## config.mk

```make
export PLATFORM = sky130hd
export DESIGN_NAME = gpu_blit_cmdq
export DESIGN_NICKNAME = d
export VERILOG_FILES = /design/src/rtl/gpu_blit_cmdq.sv
export SDC_FILE = /design/constraint.sdc
export NUM_CORES = 2
export LEC_CHECK = 0
export BUFFER_PORTS_ARGS = -buffer_cell sky130_fd_sc_hd__buf_2
export CAP_MARGIN = 5
export CORE_MARGIN = 2
export CORE_UTILIZATION = 45
export CTS_CLUSTER_SIZE = 24
export DETAILED_ROUTE_END_ITERATION = 12
export GPL_TIMING_DRIVEN = 0
export PLACE_DENSITY = 0.61
export SLEW_MARGIN = 20
export SYNTH_ARGS = -nofsm -noshare
export SYNTH_HDL_FRONTEND = slang
export SYNTH_SLANG_ARGS = --single-unit
export TNS_END_PERCENT = 50
```

## constraint.sdc

```tcl
create_clock -name clk -period 23.8 [get_ports clk]
set_input_delay 2.38 -clock clk [delete_from_list [all_inputs] [get_ports clk]]
set_output_delay 2.38 -clock clk [all_outputs]
set_load 0.05 [all_outputs]
```

## src/rtl/gpu_blit_cmdq.sv

```systemverilog
// gpu_blit_cmdq: Wishbone command queue that feeds rectangle descriptors to the GPU blitter
// Ports: clk/rst_n (async active-low); wb_* Wishbone slave for staging, PUSH and STATUS;
// m_* Wishbone master that writes the blitter register window; blit_busy from the blitter;
// busy high while commands are queued or one is in flight.
module gpu_blit_cmdq #(
   parameter int          DEPTH     = 8,
   parameter logic [31:0] BLIT_BASE = 32'h0
) (
   input  logic        clk,
   input  logic        rst_n,
   input  logic        wb_cyc_i,
   input  logic        wb_stb_i,
   input  logic        wb_we_i,
   input  logic [3:0]  wb_sel_i,
   input  logic [31:0] wb_adr_i,
   input  logic [31:0] wb_dat_i,
   output logic        wb_ack_o,
   output logic [31:0] wb_dat_o,
   output logic        m_cyc_o,
   output logic        m_stb_o,
   output logic        m_we_o,
   output logic [3:0]  m_sel_o,
   output logic [31:0] m_adr_o,
   output logic [31:0] m_dat_o,
   input  logic        m_ack_i,
   input  logic        blit_busy,
   output logic        busy
);
   localparam int AW = $clog2(DEPTH);
   localparam int CW = AW + 1;
   typedef enum logic [2:0] {IDLE, LOAD, WR, WAIT_ACK, SETTLE, WAIT_DONE} state_e;
   state_e        state_q;
   logic [161:0]  mem_q [DEPTH];
   logic [161:0]  cmd_q;
   logic [AW-1:0] wptr_q, rptr_q;
   logic [CW-1:0] count_q, count_d;
   logic [31:0]   x_q, y_q, w_q, h_q, pat_q, rdat_d, rdat_q, seq_dat;
   logic [3:0]    a, seq_adr;
   logic [2:0]    k_q;
   logic          ack_q, ovf_q, acc, wr, push, push_ok, pop, full, empty, unused;
   assign a        = wb_adr_i[3:0];
   assign acc      = wb_cyc_i & wb_stb_i & ~ack_q;
   assign wr       = acc & wb_we_i;
   assign full     = count_q == CW'(DEPTH);
   assign empty    = count_q == '0;
   assign push     = wr & (a == 4'd5);
   // full is judged before any same-cycle pop, so a push into a full queue is always dropped
   assign push_ok  = push & ~full;
   assign pop      = state_q == LOAD;
   assign count_d  = count_q + CW'(push_ok) - CW'(pop);
   assign busy     = ~empty | (state_q != IDLE);
   assign wb_ack_o = ack_q;
   assign wb_dat_o = rdat_q;
   assign unused   = ^{wb_sel_i, wb_adr_i[31:4]};
   always_comb begin
      rdat_d = a == 4'd0 ? x_q :
               a == 4'd1 ? y_q :
               a == 4'd2 ? w_q :
               a == 4'd3 ? h_q :
               a == 4'd4 ? pat_q :
               a == 4'd6 ? {16'h0, 8'(count_q), 4'h0, ovf_q, empty, full, busy} : 32'h0;
   end
   // write order: X, Y, W, H, PATTERN to regs 2..6, then the start word to reg 0
   always_comb begin
      seq_adr = k_q < 3'd5 ? 4'(k_q) + 4'd2 : 4'd0;
      seq_dat = k_q == 3'd0 ? cmd_q[161:130] :
                k_q == 3'd1 ? cmd_q[129:98] :
                k_q == 3'd2 ? cmd_q[97:66] :
                k_q == 3'd3 ? cmd_q[65:34] :
                k_q == 3'd4 ? cmd_q[33:2] : {29'h0, cmd_q[1:0], 1'b1};
   end
   always_ff @(posedge clk or negedge rst_n) begin
      if (!rst_n) begin
         ack_q  <= 1'b0;
         rdat_q <= '0;
         x_q    <= '0;
         y_q    <= '0;
         w_q    <= '0;
         h_q    <= '0;
         pat_q  <= '0;
         ovf_q  <= 1'b0;
      end else begin
         ack_q  <= acc;
         rdat_q <= acc ? rdat_d : 32'h0;
         if (wr && a == 4'd0) x_q <= wb_dat_i;
         if (wr && a == 4'd1) y_q <= wb_dat_i;
         if (wr && a == 4'd2) w_q <= wb_dat_i;
         if (wr && a == 4'd3) h_q <= wb_dat_i;
         if (wr && a == 4'd4) pat_q <= wb_dat_i;
         if (push && full) ovf_q <= 1'b1;
         else if (wr && a == 4'd6 && wb_dat_i[3]) ovf_q <= 1'b0;
      end
   end
   always_ff @(posedge clk) begin
      if (push_ok) mem_q[wptr_q] <= {x_q, y_q, w_q, h_q, pat_q, wb_dat_i[2:1]};
   end
   always_ff @(posedge clk or negedge rst_n) begin
      if (!rst_n) begin
         wptr_q  <= '0;
         rptr_q  <= '0;
         count_q <= '0;
      end else begin
         if (push_ok) wptr_q <= wptr_q + 1'b1;
         if (pop) rptr_q <= rptr_q + 1'b1;
         count_q <= count_d;
      end
   end
   always_ff @(posedge clk or negedge rst_n) begin
      if (!rst_n) begin
         state_q <= IDLE;
         cmd_q   <= '0;
         k_q     <= '0;
         m_cyc_o <= 1'b0;
         m_stb_o <= 1'b0;
         m_we_o  <= 1'b0;
         m_sel_o <= '0;
         m_adr_o <= '0;
         m_dat_o <= '0;
      end else begin
         case (state_q)
            IDLE: if (!empty && !blit_busy) state_q <= LOAD;
            LOAD: begin
               cmd_q   <= mem_q[rptr_q];
               k_q     <= '0;
               state_q <= WR;
            end
            WR: begin
               m_cyc_o <= 1'b1;
               m_stb_o <= 1'b1;
               m_we_o  <= 1'b1;
               m_sel_o <= 4'hF;
               m_adr_o <= BLIT_BASE + 32'(seq_adr);
               m_dat_o <= seq_dat;
               state_q <= WAIT_ACK;
            end
            WAIT_ACK: if (m_ack_i) begin
               m_cyc_o <= 1'b0;
               m_stb_o <= 1'b0;
               m_we_o  <= 1'b0;
               k_q     <= k_q + 3'd1;
               state_q <= k_q < 3'd5 ? WR : SETTLE;
            end
            // blit_busy is not valid yet in the cycle after the start write
            SETTLE: state_q <= WAIT_DONE;
            WAIT_DONE: if (!blit_busy) state_q <= IDLE;
            default: state_q <= IDLE;
         endcase
      end
   end
endmodule

```

==> results_dict.tcl <==
set metrics [dict create \
    outcome "completed" \
    avgSynthCellArea_um2 19.1 \
    holdCritPathClass "flip-flop to flip-flop" \
    drt_wl_total_um 194000 \
    wire_per_inst_um 32.1 \
    end_kind "primary output" \
    cp.arrival_ps 3450 \
    synth_area_mm2 0.0660 \
    synth-simple-area-share_pct 2.12 \
    synthXorXnorAreaFrac_pct 0.0796 \
    yosysTopAreaCell "edfxtp_1" \
    clkLatencyLatePin_ps 830 \
    cts_hold_buf 0 \
    ir_drop_mv 0.0675 \
    yosysWarnings 0 \
    gr-max-usage-layer "met2" \
    required_ps 21420 \
    synth_adder_area_share_pct 0.315 \
    die_h_um 387 \
    clk_pin_slew_ps 60 \
    root_buffer "clkbuf_16" \
    placed_cell_area_mm2 0.0713 \
    post-dp-hpwl_um 138000 \
    ys_async_sr_fraction_pct 24.0 \
    antenna_found_initial 33 \
    rsz0062_at_grt "false" \
    slew_viol_final 0 \
    slew_headroom_pct 17.4 \
    seq_area_frac_synth_pct 74.5 \
    synthFlopType "edfxtp_1" \
    worst_hold_slack_ps 489 \
    setup_viol 0 \
    ys_top_cells_by_count "edfxtp_1, dfrtp_1, mux4_2" \
    total_power_w 0.00891 \
    synth_compound_area_share_pct 4.45 \
    holdCritStartpoint "m_dat_o[17]" \
    area_growth_pct 16.5 \
    max_stage_delay_ps 850 \
    hold_viol 0 \
    reg2reg_from "wb_ack_o" \
    io_pins 180 \
    tightest_slew_ps 1230 \
    fp.dieW_um 387 \
    grt_pass1_vias 35681 \
    dr.pass1.iters 5 \
    fmax_ghz 0.171 \
    io_buffer_count 116 \
    startpoint_type "flip-flop" \
    stdcell_area_mm2 0.0769 \
    crit_family "simple AND/OR/NAND/NOR gates" \
    ys_ff_latch 1706 \
    yosysMostFrequentCell "edfxtp_1" \
    setup_tns_ps 0 \
    crit_path_start "count_q[2]" \
    numCtsBuffers 172 \
    path_class "flip-flop to primary output" \
    grtUsageTotal_pct 26.0 \
    cts.sinks 1706 \
    drc 0 \
    fin_util_pct 52.8 \
    p_leak_nw 27.5 \
    syn_inst 3462 \
    cts_buffer_depth 3 \
    grt_pass1_wl_um 274000 \
    htreeDepth 4 \
    start_util_pct 45.3 \
    post-cts-setup-buffer-count 0 \
    path_cells "inv_1, ha_1, nor3b_1, nand3b_1, buf_2" \
    cts_tree "done" \
    synth_edf_count 1296 \
    drive_gt1_share_pct 28.4 \
    ctsResizeCount 0 \
    synth_top_area_share_pct 59.0 \
    synth_top_family_by_area "multiplexers" \
    post-route-period-util_pct 24.5 \
    place_congestion 0.924 \
    nets 4058 \
    antenna_left 0 \
    finalClockSkew_ps 31.6 \
    met2_usage_pct 38.8 \
    cap_violations 0 \
    worstPathMaxFanout 3 \
    crit_slowest_cell "nor3b_1" \
    netlist_top_cells_area "edfxtp_1, dfrtp_1, mux4_2" \
    rows 140 \
    grt_max_degree 82 \
    vias 36382 \
    p_per_area_mw_per_mm2 116 \
    drtIter0Drc 5164 \
    synthDistinctLibCells 63 \
    gr-total-overflow 0 \
    core_area_mm2 0.146 \
    vias_per_cell 6.03 \
    min_period_ps 5830 \
    worst-path-buf-inv 2 \
    die_area_mm2 0.150 \
    synthMuxAreaShare_pct 16.7 \
    use_met3_pct 6.33 \
    grtUsageMet1_pct 37.5 \
]
-- cells in the final DEF, fill, tap and decap left out, types with 5 or more instances in the layout --
| cell | Yosys | final |
|---|---|---|
| clkinv_1 | 1 | 13 |
| buf_2 | 60 | 200 |
| a22o_1 | 11 | 11 |
| buf_1 | 21 | 21 |
| nor2b_1 | 10 | 10 |
| dfrtp_1 | 410 | 410 |
| a222oi_1 | 9 | 9 |
| mux2_1 | 8 | 8 |
| a221oi_1 | 34 | 34 |
| o21ai_0 | 133 | 133 |
| a21oi_1 | 231 | 231 |
| edfxtp_1 | 1296 | 1296 |
| o2bb2ai_1 | 8 | 8 |
| conb_1 | 1 | 28 |
| clkbuf_8 | 0 | 22 |
| o22ai_1 | 7 | 7 |
| clkinv_2 | 0 | 20 |
| diode_2 | 0 | 6 |
| clkbuf_1 | 109 | 175 |
| nor2_1 | 184 | 181 |
| buf_6 | 2 | 31 |
| buf_4 | 44 | 140 |
| buf_16 | 0 | 25 |
| mux4_2 | 324 | 324 |
| a22oi_1 | 12 | 12 |
| nand2b_1 | 17 | 17 |
| mux2_2 | 166 | 166 |
| o21a_1 | 29 | 29 |
| mux2i_1 | 175 | 175 |
| ha_1 | 15 | 15 |
| buf_12 | 0 | 13 |
| a221o_1 | 5 | 5 |
| clkbuf_16 | 0 | 176 |
| inv_1 | 16 | 16 |
| nor3_2 | 2 | 5 |
| bufinv_16 | 0 | 5 |
| nand2_1 | 66 | 66 |
-- through the flow --
step	worst slack, ps	cells
finish	17970	6038
global route	17850	6033
CTS	18060	6032
detailed placement	17400	5710
global placement	-14590	5522
floorplan	4170	3489
-- power breakdown --
group	total [W]	switching (W)	internal, W
sequential	0.00381	0.000338	0.00348
clock	0.00266	0.00116	0.00150
combinational	0.00243	0.00150	0.000933
total	0.00891	0.00300	0.00591
-- cell families (layout without fill, tap and decap cells) --
| family | Yosys count | after routing |
|---|---|---|
| simple gates | 309 | 309 |
| compound gates | 498 | 498 |
| xor+xnor | 6 | 6 |
| fa+ha+maj | 16 | 16 |
| buf+inv | 253 | 879 |
| mux | 673 | 673 |
| flops | 1706 | 1706 |
| other cells | 1 | 34 |
-- state kept, by name, summed over array words and instances (netlist names) --
signal    flops
w_q          32
pat_q        32
wptr_q        3
x_q          32
state_q       3
m_adr_o       4
m_we_o        1
m_dat_o      32
h_q          32
rptr_q        3
mem_q      1296
cmd_q       162
count_q       4
y_q          32
ovf_q         1
m_sel_o       1
wb_dat_o     32
wb_ack_o      1
k_q           3
-- routing by layer --
metal	up-vias	wire (um)
met5	-	177
met4	24	7230
met3	388	20000
met2	1962	87400
met1	19235	79100
li1	14773	-
-- layout make-up --
type                       instances  area [um2]
antenna                            6        15.0
buffer                           236        1140
clock buffer                     266        4960
clock inverter                    56         619
fill                           11517       68700
inverter                          17        63.8
multi-input combinational       1530       15800
sequential                      1706       49200
tap                             1917        2400
timing repair buffer             304        2710
-- tightest hold or removal path, stage by stage (launching register included) --
cell and delay (ps):
dfrtp_1 340, nand2_1 50, o21ai_0 60
-- worst paths after layout --
kind                                endpoint  slack [ps]  cells past startpoint
worst min register to register   m_dat_o[17]         490                      2
min in group asynchronous         cmd_q[104]        1430                      1
worst min-delay path             m_dat_o[17]         490                      2
worst max-delay path                    busy       17970                      5
worst max register to register  mem_q[4][51]       19290                     11
max in group asynchronous         cmd_q[140]       20810                      4
Note: power is estimated with default switching activity, not from simulation.
